--- src/rtl/ex_stage_pkg.sv ---
// Shared opcodes, result-class selects, bus widths and divider state encodings
// for the MIPS32 execute stage.
package ex_stage_pkg;

    localparam int XLEN     = 32;
    localparam int ALUOP_W  = 8;
    localparam int ALUSEL_W = 3;
    localparam int REGADR_W = 5;

    localparam logic [ALUOP_W-1:0] EXE_NOP_OP  = 8'b0000_0000;
    localparam logic [ALUOP_W-1:0] EXE_AND_OP  = 8'b0010_0100;
    localparam logic [ALUOP_W-1:0] EXE_OR_OP   = 8'b0010_0101;
    localparam logic [ALUOP_W-1:0] EXE_XOR_OP  = 8'b0010_0110;
    localparam logic [ALUOP_W-1:0] EXE_NOR_OP  = 8'b0010_0111;
    localparam logic [ALUOP_W-1:0] EXE_SLL_OP  = 8'b0111_1100;
    localparam logic [ALUOP_W-1:0] EXE_SRL_OP  = 8'b0000_0010;
    localparam logic [ALUOP_W-1:0] EXE_SRA_OP  = 8'b0000_0011;
    localparam logic [ALUOP_W-1:0] EXE_MFHI_OP = 8'b0001_0000;
    localparam logic [ALUOP_W-1:0] EXE_MFLO_OP = 8'b0001_0010;
    localparam logic [ALUOP_W-1:0] EXE_DIV_OP  = 8'b0001_1010;
    localparam logic [ALUOP_W-1:0] EXE_DIVU_OP = 8'b0001_1011;

    localparam logic [ALUSEL_W-1:0] RES_NOP   = 3'b000;
    localparam logic [ALUSEL_W-1:0] RES_LOGIC = 3'b001;
    localparam logic [ALUSEL_W-1:0] RES_SHIFT = 3'b010;
    localparam logic [ALUSEL_W-1:0] RES_MOVE  = 3'b011;

    localparam logic [1:0] DIV_IDLE = 2'b00;
    localparam logic [1:0] DIV_ZERO = 2'b01;
    localparam logic [1:0] DIV_BUSY = 2'b10;
    localparam logic [1:0] DIV_DONE = 2'b11;

endpackage

--- src/rtl/ex_stage_if.sv ---
// ID/EX operand bus in, EX/MEM result bus out. The stage itself uses the
// slave modport; whoever drives the decoded instruction uses master.
interface ex_stage_if;
    import ex_stage_pkg::*;

    logic [ALUOP_W-1:0]  aluop_i;
    logic [ALUSEL_W-1:0] alusel_i;
    logic [XLEN-1:0]     reg1_i;
    logic [XLEN-1:0]     reg2_i;
    logic [REGADR_W-1:0] wd_i;
    logic                wreg_i;
    logic [XLEN-1:0]     hi_i;
    logic [XLEN-1:0]     lo_i;
    logic                mem_whilo_i;
    logic [XLEN-1:0]     mem_hi_i;
    logic [XLEN-1:0]     mem_lo_i;
    logic                flush_i;
    logic [XLEN-1:0]     wdata_o;
    logic [REGADR_W-1:0] wd_o;
    logic                wreg_o;
    logic                whilo_o;
    logic [XLEN-1:0]     hi_o;
    logic [XLEN-1:0]     lo_o;
    logic                stallreq_o;

    modport master (
        output aluop_i, alusel_i, reg1_i, reg2_i, wd_i, wreg_i, hi_i, lo_i,
               mem_whilo_i, mem_hi_i, mem_lo_i, flush_i,
        input  wdata_o, wd_o, wreg_o, whilo_o, hi_o, lo_o, stallreq_o
    );

    modport slave (
        input  aluop_i, alusel_i, reg1_i, reg2_i, wd_i, wreg_i, hi_i, lo_i,
               mem_whilo_i, mem_hi_i, mem_lo_i, flush_i,
        output wdata_o, wd_o, wreg_o, whilo_o, hi_o, lo_o, stallreq_o
    );

endinterface

--- src/rtl/ex_stage_div_unit.sv ---
// Iterative radix-2 restoring divider: one quotient bit per cycle, signs are
// stripped on entry and re-applied combinationally in the DONE state.
module ex_stage_div_unit
    import ex_stage_pkg::*;
#(
    parameter int DATA_W = 32,
    parameter int CNT_W  = 6
) (
    input  logic              clk,
    input  logic              rst,
    input  logic              start_i,
    input  logic              signed_i,
    input  logic [DATA_W-1:0] a_i,
    input  logic [DATA_W-1:0] b_i,
    input  logic              annul_i,
    output logic              busy_o,
    output logic              done_o,
    output logic [DATA_W-1:0] q_o,
    output logic [DATA_W-1:0] r_o
);

    logic [1:0]        state_q, state_d;
    logic [CNT_W-1:0]  cnt_q, cnt_d;
    logic [DATA_W-1:0] rem_q, rem_d;
    logic [DATA_W-1:0] quot_q, quot_d;
    logic [DATA_W-1:0] divisor_q, divisor_d;
    logic              q_neg_q, q_neg_d;
    logic              r_neg_q, r_neg_d;

    logic              a_neg, b_neg;
    logic [DATA_W:0]   rem_sh;

    assign a_neg  = signed_i & a_i[DATA_W-1];
    assign b_neg  = signed_i & b_i[DATA_W-1];
    assign rem_sh = {rem_q, quot_q[DATA_W-1]};

    always_comb begin
        state_d   = state_q;
        cnt_d     = cnt_q;
        rem_d     = rem_q;
        quot_d    = quot_q;
        divisor_d = divisor_q;
        q_neg_d   = q_neg_q;
        r_neg_d   = r_neg_q;
        case (state_q)
            DIV_IDLE: begin
                if (start_i) begin
                    if (b_i == '0) begin
                        state_d = DIV_ZERO;
                    end else begin
                        quot_d    = a_neg ? -a_i : a_i;
                        divisor_d = b_neg ? -b_i : b_i;
                        rem_d     = '0;
                        cnt_d     = '0;
                        q_neg_d   = a_neg ^ b_neg;
                        r_neg_d   = a_neg;
                        state_d   = DIV_BUSY;
                    end
                end
            end
            DIV_ZERO: begin
                quot_d  = '0;
                rem_d   = '0;
                q_neg_d = 1'b0;
                r_neg_d = 1'b0;
                state_d = DIV_DONE;
            end
            DIV_BUSY: begin
                // rem_sh < 2*divisor, so the low DATA_W bits of the difference are exact
                if (rem_sh >= {1'b0, divisor_q}) begin
                    rem_d  = rem_sh[DATA_W-1:0] - divisor_q;
                    quot_d = {quot_q[DATA_W-2:0], 1'b1};
                end else begin
                    rem_d  = rem_sh[DATA_W-1:0];
                    quot_d = {quot_q[DATA_W-2:0], 1'b0};
                end
                cnt_d = cnt_q + 1'b1;
                if (cnt_q == CNT_W'(DATA_W - 1))
                    state_d = DIV_DONE;
            end
            default: state_d = DIV_IDLE;
        endcase
        if (annul_i)
            state_d = DIV_IDLE;
    end

    always_ff @(posedge clk) begin
        if (rst) begin
            state_q   <= DIV_IDLE;
            cnt_q     <= '0;
            rem_q     <= '0;
            quot_q    <= '0;
            divisor_q <= '0;
            q_neg_q   <= 1'b0;
            r_neg_q   <= 1'b0;
        end else begin
            state_q   <= state_d;
            cnt_q     <= cnt_d;
            rem_q     <= rem_d;
            quot_q    <= quot_d;
            divisor_q <= divisor_d;
            q_neg_q   <= q_neg_d;
            r_neg_q   <= r_neg_d;
        end
    end

    assign busy_o = ~annul_i & ((state_q == DIV_IDLE & start_i) |
                                state_q == DIV_ZERO | state_q == DIV_BUSY);
    assign done_o = ~annul_i & (state_q == DIV_DONE);
    assign q_o    = q_neg_q ? -quot_q : quot_q;
    assign r_o    = r_neg_q ? -rem_q : rem_q;

endmodule

--- src/rtl/ex_stage.sv ---
// MIPS32 execute stage: same-cycle logic/shift/move results plus a
// multi-cycle DIV/DIVU that stalls the front of the pipeline.
module ex_stage
    import ex_stage_pkg::*;
#(
    parameter int DATA_W = XLEN,
    parameter int CNT_W  = 6
) (
    input  logic       clk,
    input  logic       rst,
    ex_stage_if.slave  bus
);

    logic              is_div;
    logic [DATA_W-1:0] logic_res, shift_res, move_res, result;
    logic [DATA_W-1:0] hi_fwd, lo_fwd;
    logic [4:0]        shamt;
    logic              div_busy, div_done;
    logic [DATA_W-1:0] div_q, div_r;

    assign is_div = (bus.aluop_i == EXE_DIV_OP) || (bus.aluop_i == EXE_DIVU_OP);
    assign shamt  = bus.reg1_i[4:0];
    assign hi_fwd = bus.mem_whilo_i ? bus.mem_hi_i : bus.hi_i;
    assign lo_fwd = bus.mem_whilo_i ? bus.mem_lo_i : bus.lo_i;

    always_comb begin
        logic_res = '0;
        shift_res = '0;
        move_res  = '0;
        case (bus.aluop_i)
            EXE_OR_OP:   logic_res = bus.reg1_i | bus.reg2_i;
            EXE_AND_OP:  logic_res = bus.reg1_i & bus.reg2_i;
            EXE_XOR_OP:  logic_res = bus.reg1_i ^ bus.reg2_i;
            EXE_NOR_OP:  logic_res = ~(bus.reg1_i | bus.reg2_i);
            default:     logic_res = '0;
        endcase
        case (bus.aluop_i)
            EXE_SLL_OP:  shift_res = bus.reg2_i << shamt;
            EXE_SRL_OP:  shift_res = bus.reg2_i >> shamt;
            EXE_SRA_OP:  shift_res = $signed(bus.reg2_i) >>> shamt;
            default:     shift_res = '0;
        endcase
        case (bus.aluop_i)
            EXE_MFHI_OP: move_res = hi_fwd;
            EXE_MFLO_OP: move_res = lo_fwd;
            default:     move_res = '0;
        endcase
        case (bus.alusel_i)
            RES_LOGIC:   result = logic_res;
            RES_SHIFT:   result = shift_res;
            RES_MOVE:    result = move_res;
            default:     result = '0;
        endcase
    end

    ex_stage_div_unit #(
        .DATA_W (DATA_W),
        .CNT_W  (CNT_W)
    ) u_div_unit (
        .clk      (clk),
        .rst      (rst),
        .start_i  (is_div),
        .signed_i (bus.aluop_i == EXE_DIV_OP),
        .a_i      (bus.reg1_i),
        .b_i      (bus.reg2_i),
        .annul_i  (bus.flush_i),
        .busy_o   (div_busy),
        .done_o   (div_done),
        .q_o      (div_q),
        .r_o      (div_r)
    );

    // Reset blanks everything so nothing half-computed leaks into EX/MEM.
    assign bus.wdata_o    = rst ? '0 : result;
    assign bus.wd_o       = (rst | is_div) ? '0 : bus.wd_i;
    assign bus.wreg_o     = ~rst & ~is_div & bus.wreg_i;
    assign bus.whilo_o    = ~rst & div_done;
    assign bus.hi_o       = (rst | ~div_done) ? '0 : div_r;
    assign bus.lo_o       = (rst | ~div_done) ? '0 : div_q;
    assign bus.stallreq_o = ~rst & div_busy;

endmodule

--- src/flat_wrapper.sv ---
// flat-port wrapper written by rule: the top's interface ports become plain ports
module ex_stage_flat import ex_stage_pkg::*;
#(
    parameter int DATA_W = XLEN,
    parameter int CNT_W  = 6
)
  (clk, rst, bus_aluop_i, bus_alusel_i, bus_reg1_i, bus_reg2_i, bus_wd_i, bus_wreg_i, bus_hi_i, bus_lo_i, bus_mem_whilo_i, bus_mem_hi_i, bus_mem_lo_i, bus_flush_i, bus_wdata_o, bus_wd_o, bus_wreg_o, bus_whilo_o, bus_hi_o, bus_lo_o, bus_stallreq_o);
  ex_stage_if bus_i ();
  input  logic clk;
  input  logic rst;
  input wire logic [$bits(bus_i.aluop_i)-1:0] bus_aluop_i;
  input wire logic [$bits(bus_i.alusel_i)-1:0] bus_alusel_i;
  input wire logic [$bits(bus_i.reg1_i)-1:0] bus_reg1_i;
  input wire logic [$bits(bus_i.reg2_i)-1:0] bus_reg2_i;
  input wire logic [$bits(bus_i.wd_i)-1:0] bus_wd_i;
  input wire logic [$bits(bus_i.wreg_i)-1:0] bus_wreg_i;
  input wire logic [$bits(bus_i.hi_i)-1:0] bus_hi_i;
  input wire logic [$bits(bus_i.lo_i)-1:0] bus_lo_i;
  input wire logic [$bits(bus_i.mem_whilo_i)-1:0] bus_mem_whilo_i;
  input wire logic [$bits(bus_i.mem_hi_i)-1:0] bus_mem_hi_i;
  input wire logic [$bits(bus_i.mem_lo_i)-1:0] bus_mem_lo_i;
  input wire logic [$bits(bus_i.flush_i)-1:0] bus_flush_i;
  output wire logic [$bits(bus_i.wdata_o)-1:0] bus_wdata_o;
  output wire logic [$bits(bus_i.wd_o)-1:0] bus_wd_o;
  output wire logic [$bits(bus_i.wreg_o)-1:0] bus_wreg_o;
  output wire logic [$bits(bus_i.whilo_o)-1:0] bus_whilo_o;
  output wire logic [$bits(bus_i.hi_o)-1:0] bus_hi_o;
  output wire logic [$bits(bus_i.lo_o)-1:0] bus_lo_o;
  output wire logic [$bits(bus_i.stallreq_o)-1:0] bus_stallreq_o;
  assign bus_i.aluop_i = bus_aluop_i;
  assign bus_i.alusel_i = bus_alusel_i;
  assign bus_i.reg1_i = bus_reg1_i;
  assign bus_i.reg2_i = bus_reg2_i;
  assign bus_i.wd_i = bus_wd_i;
  assign bus_i.wreg_i = bus_wreg_i;
  assign bus_i.hi_i = bus_hi_i;
  assign bus_i.lo_i = bus_lo_i;
  assign bus_i.mem_whilo_i = bus_mem_whilo_i;
  assign bus_i.mem_hi_i = bus_mem_hi_i;
  assign bus_i.mem_lo_i = bus_mem_lo_i;
  assign bus_i.flush_i = bus_flush_i;
  assign bus_wdata_o = bus_i.wdata_o;
  assign bus_wd_o = bus_i.wd_o;
  assign bus_wreg_o = bus_i.wreg_o;
  assign bus_whilo_o = bus_i.whilo_o;
  assign bus_hi_o = bus_i.hi_o;
  assign bus_lo_o = bus_i.lo_o;
  assign bus_stallreq_o = bus_i.stallreq_o;
  ex_stage #(.DATA_W(DATA_W), .CNT_W(CNT_W)) u_core (.clk(clk), .rst(rst), .bus(bus_i));
endmodule
--- config.mk ---
export PLATFORM = sky130hd
export DESIGN_NAME = ex_stage_flat
export DESIGN_NICKNAME = d
export VERILOG_FILES = /design/src/rtl/ex_stage_pkg.sv /design/src/rtl/ex_stage_if.sv /design/src/rtl/ex_stage_div_unit.sv /design/src/rtl/ex_stage.sv /design/src/flat_wrapper.sv
export SDC_FILE = /design/constraint.sdc
export NUM_CORES = 1
export LEC_CHECK = 0
export ABC_CLOCK_PERIOD_IN_PS = 5800
export BUFFER_PORTS_ARGS = -buffer_cell sky130_fd_sc_hd__buf_2
export CELL_PAD_IN_SITES_DETAIL_PLACEMENT = 0
export CELL_PAD_IN_SITES_GLOBAL_PLACEMENT = 1
export CORE_UTILIZATION = 45
export CTS_CLUSTER_DIAMETER = 150
export DETAILED_ROUTE_END_ITERATION = 7
export MAX_ROUTING_LAYER = met4
export PLACE_DENSITY = 0.9
export SYNTH_ARGS = -nofsm -noshare
export SYNTH_HDL_FRONTEND = slang
export SYNTH_SLANG_ARGS = --single-unit
--- constraint.sdc ---
create_clock -name clk -period 5.8 [get_ports clk]
set_input_delay 0.87 -clock clk [delete_from_list [all_inputs] [get_ports clk]]
set_output_delay 0.87 -clock clk [all_outputs]
set_load 0.1 [all_outputs]
**Yosys cells after proc, flatten, opt, wreduce, memory -nomap -nowiden**

Index checks and enable logic that the tools add are counted.

- Register bits after elaboration: 106
- Input bits: 213
- Output and inout bits: 104
- Logic and storage cells: 108

- Bitwise gates (word level): 23
- Multiplexer cells: 35
- Reduce and logical (&&, ||, !) cells: 12
- Shift operators: 3
- Equality and inequality tests: 21
- Add/subtract/negate cells: 6
- Magnitude comparators: 1

Operators by type and width:

| cell | number |
|---|---|
| $mux 32 | 14 |
| $pmux 32 s3 | 4 |
| $neg 32->32 | 4 |
| $pmux 32 s4 | 1 |
| $pmux 32 s2 | 1 |
| $ge 33x32->1 | 1 |
| $and 32x32->32 | 1 |
| $eq 8x5->1 const B | 4 |
| $eq 8x6->1 const B | 4 |
| $logic_not 32->1 | 1 |
| $not 32->32 | 1 |
| $or 32x32->32 | 1 |
| $shl 32x5->32 | 1 |
| $shr 32x5->32 | 1 |
| $sshr 32x5->32 | 1 |
| $sub 32x32->32 | 1 |
| $xor 32x32->32 | 1 |
| $eq 8x2->1 const B | 2 |
| $mux 6 | 2 |
| $pmux 6 s2 | 1 |
| $reduce_and 3->1 | 4 |
| $and 1x1->1 | 9 |
| $eq 8x7->1 const B | 1 |
| $add 6x1->6 const B | 1 |
| 21 further kinds | 39 |

**Logic depth before layout (Yosys ltp)**

Gate-level depths: netlist of run 1.

- Depth in word-level cells: 7
- Gate-level depth with buffers: 15
- Depth with buffers taken out: 13

**Cells and area by module**

A second synthesis of run 1 with hierarchy kept.

- Cells, all modules: 2,274
- Area total of the unflattened synthesis: 17,556.8 um^2

By module, submodules not included:

| module | times used | cells an instance | area an instance (um^2) | seq. area each (um^2) |
|---|---|---|---|---|
| ex_stage_div_unit | 1 | 1,193 | 8,846.0 | 2,122.0 |
| ex_stage | 1 | 1,081 | 8,710.9 | 0.0 |

**Worst setup path before layout of run 1**

Ideal clock, no wire load.

- Path kind: input to output
- Start: input port bus_reg1_i[0]
- End: output port bus_wdata_o[10]
- Path slack: 0.358 ns
- Required time: 4.930 ns
- Cell stages on the path: 10
- Data arrival time: 4.572 ns
- Cell sequence: clkbuf_1 > buf_2 > clkbuf_1 > mux4_2 > o22ai_1 > o2bb2ai_1 > nand3_1 > a32oi_1 > nand2_1 > a21oi_1

- Longest elaborated chain between the ends: 4
- Elaborated cells on any way between the ends: 6
- Those cells by class: shift: 3; mux: 3

RTL lines:

| item | line | text |
|---|---|---|
| from (decl) | flat_wrapper.sv:13 | `input wire logic [$bits(bus_i.reg1_i)-1:0] bus_reg1_i;` |
| $sshr 32x5->32 (tied with other cells) | ex_stage.sv:40 | `EXE_SRA_OP: shift_res = $signed(bus.reg2_i) >>> shamt;` |
| $pmux 32 s3 (*) | ex_stage.sv:37 | `case (bus.aluop_i)` |
| $pmux 32 s3 (*) | ex_stage.sv:48 | `case (bus.alusel_i)` |
| $mux 32 (*) | ex_stage.sv:74 | `assign bus.wdata_o = rst ? '0 : result;` |
| to (decl) | flat_wrapper.sv:23 | `output wire logic [$bits(bus_i.wdata_o)-1:0] bus_wdata_o;` |

Mark *: on every way between the ends. The rest lies on a longest branch, timed or not.

**Worst setup path after layout of run 1**

- Start: input port bus_reg1_i[0]
- End: output port bus_wdata_o[26]

Same word-level chain as after synthesis.

==> flow_summary.yaml, run 1 <==
yosys:
  synth.cell_area_um2: 16000
  synth.yosys.seq_area_share_pct: 13.3
  yosys_warnings: 0
  synth_edf_count: 0
  synth.net_count: 2543
  ys_ff_latch: 106
  syn_inst: 2222
  ys_types: 78
  yosysTopAreaCellShare_pct: 13.3
  ys.flop_type: "dfxtp_1"
  async_reset_ff_share_pct: 0
  synthTopCellsByArea: "dfxtp_1, mux2i_1, ha_1, mux4_2, nor2_1"
  synth_top_cell_by_area: "dfxtp_1"
  syn_avg_cell_area_um2: 7.21
sta:
  fin_tns_setup_ns: 0
  hold_viol: 0
  fin_worst_skew_ns: 0.0253
  setup_viol: 0
  tightest_slew_ns: 1.19
  max_clock_freq_ghz: 0.205
  timing.slew.headroom_pct: 20.5
  fin_crit_sh_pct: 84.0
  fin_crit_ns: 4.87
  drv_slew: 0
  rsz0062_at_grt: "no"
critical_path:
  crit_path_end_kind: "output port"
  worstSetupPathType: "in -> out"
  cpPeakStageDelay_ns: 0.64
  setup.reg_to_reg.worst_slack_ns: 1.44
  crit_start: "bus_reg1_i[0]"
  worstPathArrival_ns: 4.00
  required_ns: 4.93
  slowest_stage: "buf_4"
  r2r_start: "u_core.u_div_unit.quot_q[31]"
  startpoint_type: "input port"
  crit_fanout: 56
  path_common_cell: "buf_4"
  path_cells: "buf_4 > buf_4 > mux4_2 > mux2i_1 > o22ai_1 > nand2_1 > a22oi_1 > o21ai_0 > a21oi_1 > buf_2"
global_routing:
  grt_pass1_wl_um: 97300
  grt_max_degree: 66
  grt_pass1_vias: 16200
  antenna_found_initial: 0
  overflow: 0
  grt_usage_pct: 35.6
route:
  dr_wl_met3_um: 3980
  drtPass1Iterations: 6
  wl_per_cell_um: 22.4
  top_layer: "met4"
  drt-met1-wl_um: 27600
  num_vias: 17800
  drtAntennaViolNets: 0
  met2_length_um: 29700
  drt-vias-per-instance: 6.21
  drc_errors: 0
  first_iter_violations: 1569
  wl_um: 64100
die:
  dieArea_um2: 36300
  dieWidth_um: 191
  core-area_um2: 34800
  rows: 68
  io_pins: 317
  initial_utilization_pct: 46.0
  die_y_um: 191
worst_hold_path:
  hold_start: "u_core.u_div_unit.divisor_q[15]"
  min_path_type: "reg -> reg"
clock_tree:
  cts_resized: 0
  cts_setup_buffers: 0
  cts.path.max_buffers: 2
  clock-root-buffer: "clkbuf_16"
  cts_made_buffers: 9
  h-tree-depth: 3
  cts.sinks: 106
  clkLatencyLatePin_ns: 0.36
  clk_pin_slew_ns: 0.07
  cts_tree: "yes"
  cts_hold_buffers: 0
layout:
  finalNonFillerCells: 2859
  antenna_cells: 0
  post_route_cells_drive_above_1_share_pct: 18.9
  nNetsFinal: 2720
  area_growth_pct: 13.1
  design_area_um2: 18100
power:
  ir_drop_v: 0.000124
  leakage_nw: 7.71
  power.density_nw_per_um2: 122
place:
  dp_hpwl_um: 50900
  dpl_cell_area_um2: 17800
  place_inst: 2843
  portBuffers: 316
  gp_congestion: 0.994
run:
  maxCapViolations: 0
status:
  status: "completed"
placed cells by master, fill, tap and decap left out, types with 42 or more instances in the layout:
cell type and count:
buf_2 312, nor2_1 280, o21ai_0 199, nand2_1 172
mux2i_1 152, a21oi_1 151, xnor2_1 119, inv_1 115
ha_1 107, dfxtp_1 106, xor2_1 59, mux4_2 49
a211oi_1 47, buf_4 44, nor3_1 42
final timing paths:
| kind | depth (start not counted) | end |
|---|---|---|
| worst min register to register | 2 | u_core.u_div_unit.divisor_q[15] |
| worst max register to register | 11 | u_core.u_div_unit.rem_q[10] |
| worst min-delay path | 2 | u_core.u_div_unit.divisor_q[15] |
| worst max-delay path | 10 | bus_wdata_o[26] |
cells in the mapped netlist (7+ instances only):
cell / count
nor2_1: 281
o21ai_0: 199
nand2_1: 173
a21oi_1: 153
mux2i_1: 152
clkbuf_1: 145
xnor2_1: 119
inv_1: 115
ha_1: 107
dfxtp_1: 106
xor2_1: 59
mux4_2: 49
a211oi_1: 47
nor3_1: 44
a22oi_1: 39
buf_1: 39
o22ai_1: 37
nand3_1: 34
o31ai_1: 31
a21o_1: 17
a31oi_1: 16
and2_1: 16
o41ai_1: 16
or3_1: 16
nand4_1: 14
a221oi_1: 13
o211ai_1: 13
or4_1: 12
a32oi_1: 11
o21a_1: 11
nor2b_1: 9
nor4_1: 9
o221ai_1: 8
a211o_1: 7
and3_1: 7
buf_2: 7
layout make-up:
cell class,instances,area (µm²)
fill,3542,16700
multi-input combinational,1807,12800
sequential,106,2120
timing repair buffer,358,1930
tap,455,569
inverter,117,439
clock buffer,11,253
clock inverter,5,41.3
routing by layer:
metal	up-vias	global-route usage, %
met5	-	-
met4	0	14.4
met3	128	3.28
met2	731	56.6
met1	8513	46.4
li1	8391	-
report_power, final:
group,total (mW),internal [mW],switching (mW)
clock network,0.630,0.321,0.308
registers,0.736,0.731,0.00508
logic,0.851,0.324,0.527
total,2.22,1.38,0.840
sequential cells by signal (all words and copies together) (netlist names):
name / cells
u_core.u_div_unit.quot_q: 32
u_core.u_div_unit.divisor_q: 32
u_core.u_div_unit.cnt_q: 6
u_core.u_div_unit.state_q: 2
u_core.u_div_unit.r_neg_q: 1
u_core.u_div_unit.q_neg_q: 1
u_core.u_div_unit.rem_q: 32
kinds of logic (layout without fill, tap and decap cells):
group,after synthesis,after routing,share of synthesized area [%]
AOI/OAI and AO/OA,666,666,26.2
and+or+nand+nor,650,650,18.3
buffers and inverters,309,491,7.35
muxes,205,205,16.7
xor gates and xnor gates,178,178,9.74
adders and majority gates,108,108,8.49
DFF,106,106,13.3
critical path: cells and delay by family:
family / cells / cell delay, ns
compound gates: 4 / 0.75
buf+inv: 3 / 1.41
mux: 2 / 0.79
simple gates: 1 / 0.11
per-stage QoR:
step           power, mW  hold WS (ns)  setup slack, ns  utilization (%)
2_1_floorplan       1.29         0.432            0.358                -
3_5_place_dp        1.59         0.493            0.964             51.2
5_1_grt             2.31         0.528            0.739             52.0
3_3_place_gp        1.58         0.481            0.908             51.2
4_1_cts             2.21         0.507            0.945             52.0
6_report            2.22         0.502            0.928             52.0
Note: power is estimated with default switching activity, not from simulation.
==> run 2: changes to the inputs <==
--- a/config.mk
+++ b/config.mk
@@ -5,15 +5,15 @@
 export SDC_FILE = /design/constraint.sdc
 export NUM_CORES = 1
 export LEC_CHECK = 0
-export ABC_CLOCK_PERIOD_IN_PS = 5800
+export ABC_CLOCK_PERIOD_IN_PS = 3970
 export BUFFER_PORTS_ARGS = -buffer_cell sky130_fd_sc_hd__buf_2
 export CELL_PAD_IN_SITES_DETAIL_PLACEMENT = 0
 export CELL_PAD_IN_SITES_GLOBAL_PLACEMENT = 1
-export CORE_UTILIZATION = 45
+export CORE_UTILIZATION = 37
 export CTS_CLUSTER_DIAMETER = 150
 export DETAILED_ROUTE_END_ITERATION = 7
 export MAX_ROUTING_LAYER = met4
-export PLACE_DENSITY = 0.9
+export PLACE_DENSITY = 0.8
 export SYNTH_ARGS = -nofsm -noshare
 export SYNTH_HDL_FRONTEND = slang
 export SYNTH_SLANG_ARGS = --single-unit
==> constraint.sdc (replaced) <==
create_clock -name clk -period 3.97 [get_ports clk]
set_input_delay 0.5955 -clock clk [delete_from_list [all_inputs] [get_ports clk]]
set_output_delay 0.5955 -clock clk [all_outputs]
set_load 0.1 [all_outputs]
==> run 2 against run 1 <==
Against the previous run: clock-buffer cell count decreased by 1; routed wire length grew 6.1%; register-to-register slack worse by 1.0 ns; first-iteration DRC count grew 3.5%; power rose by 51%; flip-flop and latch count unchanged; critical endpoint is now bus_lo_o[31]; final area increased by 10%; largest cell class unchanged; critical path depth down 1; the run now ends with setup timing left; via count grew 1.2%.
==> flow_summary.yaml, run 2 (same netlist as run 1, synthesis figures left out) <==
status:
  status: "complete, but fails checks"
  violations: "setup timing"
critical_path:
  crit_start: "u_core.u_div_unit.quot_q[17]"
  worstSetupPathType: "reg -> out"
  required_ns: 3.37
  crit_fanout: 4
  r2r_start: "u_core.u_div_unit.quot_q[31]"
  startpoint_type: "flip-flop"
  crit_path_end_kind: "output port"
  reg2regPathDepth: 13
  worstPathArrival_ns: 3.42
route:
  drtAntennaViolNets: 0
  wl_per_cell_um: 22.1
  drc_errors: 0
  drt-vias-per-instance: 5.83
  drtPass1Iterations: 7
  first_iter_violations: 1624
  num_vias: 18000
  wl_um: 68000
sta:
  timing.final.ws_setup_ns: -0.0480
  fin_crit_ns: 4.02
  tightest_slew_ns: 1.01
  timing.slew.headroom_pct: 32.5
  hold_viol: 0
  rsz0062_at_grt: "yes"
  drv_slew: 0
  fin_worst_skew_ns: 0.0150
  max_clock_freq_ghz: 0.249
  setup_viol: 2
  fin_tns_setup_ns: -0.0811
  fin_crit_sh_pct: 101
clock_tree:
  cts_made_buffers: 9
  cts_tree: "yes"
  clock-root-buffer: "clkbuf_16"
  clkLatencyLatePin_ns: 0.36
  cts.path.max_buffers: 2
  h-tree-depth: 3
  cts.sinks: 106
  clk_pin_slew_ns: 0.08
layout:
  post-route-util_pct: 47.2
  finalNonFillerCells: 3081
  most-common-layout-cells: "buf_2, nor2_1, o21ai_0"
  multi_input_area_um2: 13000
  top_regs: "u_core.u_div_unit.divisor_q (32), u_core.u_div_unit.quot_q (32), u_core.u_div_unit.rem_q (32)"
  nFillCells: 4328
  area_growth_pct: 24.9
  post_route_cells_drive_above_1_share_pct: 24.7
  seq_area_um2: 2130
  nNetsFinal: 2814
  final_common_cell: "buf_2"
place:
  gp_congestion: 1.00
  dp_hpwl_um: 55200
  portBuffers: 316
  dp_slack_ns: 0.0945
  place_inst: 3056
global_routing:
  grt_max_degree: 74
  grt_usage_pct: 31.1
  overflow: 0
  grt_pass1_vias: 17200
  antenna_found_initial: 7
  grt_pass1_wl_um: 103000
power:
  ir_drop_v: 0.000210
  finalPower_mw: 3.34
  power.density_nw_per_um2: 167
  leakage_nw: 8.32
die:
  dieArea_um2: 44100
  io_pins: 317
  initial_utilization_pct: 37.8
  dieWidth_um: 210
  rows: 75
  die_y_um: 210
  core-area_um2: 42300
worst_hold_path:
  hold_depth: 2
  min_path_type: "in -> reg"
  hold_start: "bus_flush_i"
run:
  maxCapViolations: 0
run 2: changes by cell type in the layout (fill, tap and decap cells not counted), moves of 4 or more:
cell,previous run,this run
buf_4,44,128
buf_12,2,51
buf_2,312,270
a21oi_1,151,124
nor2_1,280,255
nor2_2,1,25
a21oi_2,1,23
diode_2,0,6
a21oi_4,1,6
dfxtp_1,106,102
run 2: area by class of cell:
class | count | share of cell area (%)
timing repair buffer | 452 | 16.8
clock buffer | 10 | 1.20
multi-input combinational | 1807 | 65.2
inverter | 117 | 2.20
sequential | 106 | 10.7
antenna | 6 | 0.0751
tap | 577 | 3.61
clock inverter | 6 | 0.269
run 2: report_power, final:
group          internal [mW]  switching [mW]
clock network          0.457           0.458
registers               1.07         0.00711
logic                  0.546           0.808
run 2: layer usage:
layer | track usage [%] | routed length, µm
met4 | 12.4 | 2800
met1 | 40.6 | 29800
met2 | 49.1 | 31200
met3 | 3.58 | 4230
met5 | - | 0
run 2: path summary, 6_finish.rpt:
path	slack, ns	endpoint
worst min register to register	0.47	u_core.u_div_unit.divisor_q[31]
worst min-delay path	0.44	u_core.u_div_unit.state_q[1]
worst max register to register	0.39	u_core.u_div_unit.rem_q[28]
worst max-delay path	-0.05	bus_lo_o[31]
run 2: critical path, stage by stage, from the launching register on:
cell     delay, ns
dfxtp_4       0.35
or4_4         0.53
or4_4         0.43
or2_4         0.27
or3_4         0.33
or3_4         0.41
o31ai_4       0.30
xnor2_2       0.10
nor2_2        0.13
buf_12        0.19
run 2: stage by stage:
stage               instance area [µm²]  hold WS, ns
floorplan                         16200        0.432
global placement                  19600        0.446
detailed placement                19600        0.457
CTS                               19900        0.428
global route                      20000        0.431
finish                            20000        0.440
run 2: repair_timing:
item / 4_1_cts / 5_1_grt
setup buffers: 2 / 1
hold buffers: 0 / 0
hold endpoints to repair: 0 / 0
pin swaps: 3 / 2
setup endpoints to repair: 5 / 15
cloned: 0 / 0
resized for setup: 10 / 13
==> run 3: changes to the inputs <==
--- a/config.mk
+++ b/config.mk
@@ -9,11 +9,14 @@
 export BUFFER_PORTS_ARGS = -buffer_cell sky130_fd_sc_hd__buf_2
 export CELL_PAD_IN_SITES_DETAIL_PLACEMENT = 0
 export CELL_PAD_IN_SITES_GLOBAL_PLACEMENT = 1
-export CORE_UTILIZATION = 37
+export CORE_ASPECT_RATIO = 0.9
+export CORE_MARGIN = 2
+export CORE_UTILIZATION = 38
+export CTS_BUF_LIST = sky130_fd_sc_hd__clkbuf_8
 export CTS_CLUSTER_DIAMETER = 150
 export DETAILED_ROUTE_END_ITERATION = 7
 export MAX_ROUTING_LAYER = met4
-export PLACE_DENSITY = 0.8
+export PLACE_DENSITY = 0.81
 export SYNTH_ARGS = -nofsm -noshare
 export SYNTH_HDL_FRONTEND = slang
 export SYNTH_SLANG_ARGS = --single-unit
==> run 3 against run 2 <==
Against the previous run: the run still ends with setup timing left; power fell by 6.8%; sequential share of layout area rose by 0.10 points; flip-flop and latch count did not move; global-route usage rose by 0.25 points; via count rose by 1.7%; clock-buffer cell count did not move; combinational power barely moved; final area fell by 0.70%; cell count fell by 1.6%; clock power fell by 24%; critical endpoint unchanged; largest power group unchanged; highest routed layer unchanged.
==> flow_summary.yaml, run 3 (same netlist as run 1, synthesis figures left out) <==
status:
  status: "complete, but fails checks"
  violations: "setup timing"
place:
  dp_hpwl_um: 55100
  gp_congestion: 1.05
  place_inst: 3005
  portBuffers: 316
worst_hold_path:
  min_path_type: "in -> reg"
  hold_depth: 2
power:
  finalPower_mw: 3.12
  power.density_nw_per_um2: 157
  ir_drop_v: 0.000138
  seq_power_share_pct: 34.5
  leakage_nw: 8.24
  p_comb_share_pct: 43.3
  switching_share_pct: 38.6
  switching_power_mw: 1.20
  p_int_mw: 1.91
  pwr-share-clk_pct: 22.2
global_routing:
  grt_pass1_wl_um: 103000
  grt_pass1_vias: 17100
  antenna_found_initial: 4
  grt_max_degree: 68
  grt_usage_pct: 31.4
  overflow: 0
die:
  dieWidth_um: 220
  dieArea_um2: 43800
  rows: 71
  core-area_um2: 41700
  die_y_um: 199
  initial_utilization_pct: 38.4
  io_pins: 317
critical_path:
  crit_fanout: 4
  setup.reg_to_reg.worst_slack_ns: 0.36
  worstSetupPathType: "reg -> out"
  crit_path_end_kind: "output port"
  cpPeakStageDelay_ns: 0.53
  crit_buf_inv: 1
  cpLargestDelayFamily: "simple AND/OR/NAND/NOR gates"
  startpoint_type: "flip-flop"
  slowest_stage: "or4_4"
  path_cells: "or4_4 > or4_4 > or2_4 > or3_4 > or3_4 > o31ai_4 > xnor2_2 > nor2_2 > buf_12"
  worstPathArrival_ns: 3.57
  reg2regPathDepth: 13
  required_ns: 3.37
  path_depth: 9
run:
  maxCapViolations: 0
layout:
  post_route_cells_drive_above_1_share_pct: 24.7
  top_regs: "u_core.u_div_unit.divisor_q (32), u_core.u_div_unit.quot_q (32), u_core.u_div_unit.rem_q (32)"
  nFillCells: 4195
  nNetsFinal: 2798
  final_common_cell: "buf_2"
  finalNonFillerCells: 3031
  area_growth_pct: 24.0
  most-common-layout-cells: "buf_2, nor2_1, o21ai_0"
sta:
  setup_viol: 2
  hold_viol: 0
  fin_crit_sh_pct: 105
  timing.final.ws_setup_ns: -0.199
  drv_slew: 0
  rsz0062_at_grt: "yes"
  timing.slew.headroom_pct: 34.3
  fin_worst_skew_ns: 0.0111
  max_clock_freq_ghz: 0.240
  fin_crit_ns: 4.17
  tightest_slew_ns: 0.985
clock_tree:
  cts_tree: "yes"
  clock-root-buffer: "clkbuf_8"
  cts.path.max_buffers: 2
  cts_made_buffers: 9
  clk_pin_slew_ns: 0.11
  h-tree-depth: 3
  cts.sinks: 106
  cts_hold_buffers: 0
  clkLatencyLatePin_ns: 0.40
route:
  drtPass1Iterations: 6
  wl_per_cell_um: 22.6
  drc_errors: 0
  wl_um: 68500
  drt-vias-per-instance: 6.03
  num_vias: 18300
  drtAntennaViolNets: 0
  first_iter_violations: 1807
-- run 3: cell count changes in the layout (fill, tap and decap cells not counted), sizes merged, moves of 2 or more --
cell / delta
clkbuf: +2
clkinv: +2
inv: -3
diode: -3
buf: -18
-- run 3: worst paths after layout --
path / start / end
setup / recovery: u_core.u_div_unit.quot_q[17] / bus_lo_o[31]
hold / removal: bus_flush_i / u_core.u_div_unit.state_q[1]
setup reg to reg: u_core.u_div_unit.quot_q[31] / u_core.u_div_unit.rem_q[30]
hold reg to reg: u_core.u_div_unit.divisor_q[31] / u_core.u_div_unit.divisor_q[31]
-- run 3: layout make-up --
type	instances	area (µm²)	area share, %
inverters	117	439	2.21
multi-input cells	1807	13100	66.0
repair buffers	436	3290	16.6
well taps	547	684	3.45
clock buffers	10	138	0.693
diodes	3	7.51	0.0378
clock inverters	5	56.3	0.284
flip-flops and latches	106	2130	10.8
-- run 3: what timing repair did --
action | 4_1_cts | 5_1_grt
pin swaps | 2 | 5
endpoints found under the setup margin | 8 | 21
hold endpoints to repair | 0 | 0
gates resized for setup | 17 | 33
buffers inserted | 7 | 1
-- run 3: through the flow --
stage                     hold slack, ns  utilization [%]  setup slack [ns]  TNS (ns)  instance area [µm²]
after floorplan                    0.432                -            -0.156    -0.156                16200
after global placement             0.449             46.6           -0.0277   -0.0320                19400
after detailed placement           0.451             46.6           -0.0402   -0.0402                19400
after CTS                          0.376             47.4            -0.186    -0.389                19700
after global routing               0.375             47.6            -0.263    -0.689                19900
final                              0.388             47.6            -0.199    -0.345                19900
-- run 3: worst reg2reg max path, cell delays in order, from the launching register on --
cell	delay, ns
dfxtp_1	0.33
inv_1	0.21
ha_1	0.22
inv_1	0.06
fa_1	0.42
a211oi_1	0.30
o21ai_0	0.21
a221o_1	0.42
and4_1	0.23
a211o_1	0.31
a41oi_1	0.40
o211ai_1	0.16
xnor2_1	0.15
o21ai_0	0.09
-- run 3: layer usage --
layer / GRT usage [%] / share of wire [%] / up-vias
met1: 41.9 / 44 / 8809
li1: - / - / 8533
met3: 4.50 / 7.2 / 107
met2: 47.7 / 45 / 828
met5: - / 0 / -
met4: 12.3 / 4.2 / 0
-- run 3: power groups by stage --
stage	sequential, mW	combinational [mW]	clock (mW)
6_report	1.07	1.35	0.692
5_1_grt	1.08	1.43	0.746
4_1_cts	1.07	1.31	0.706
3_5_place_dp	1.10	1.29	0
3_3_place_gp	1.10	1.28	0
2_1_floorplan	1.10	0.788	0
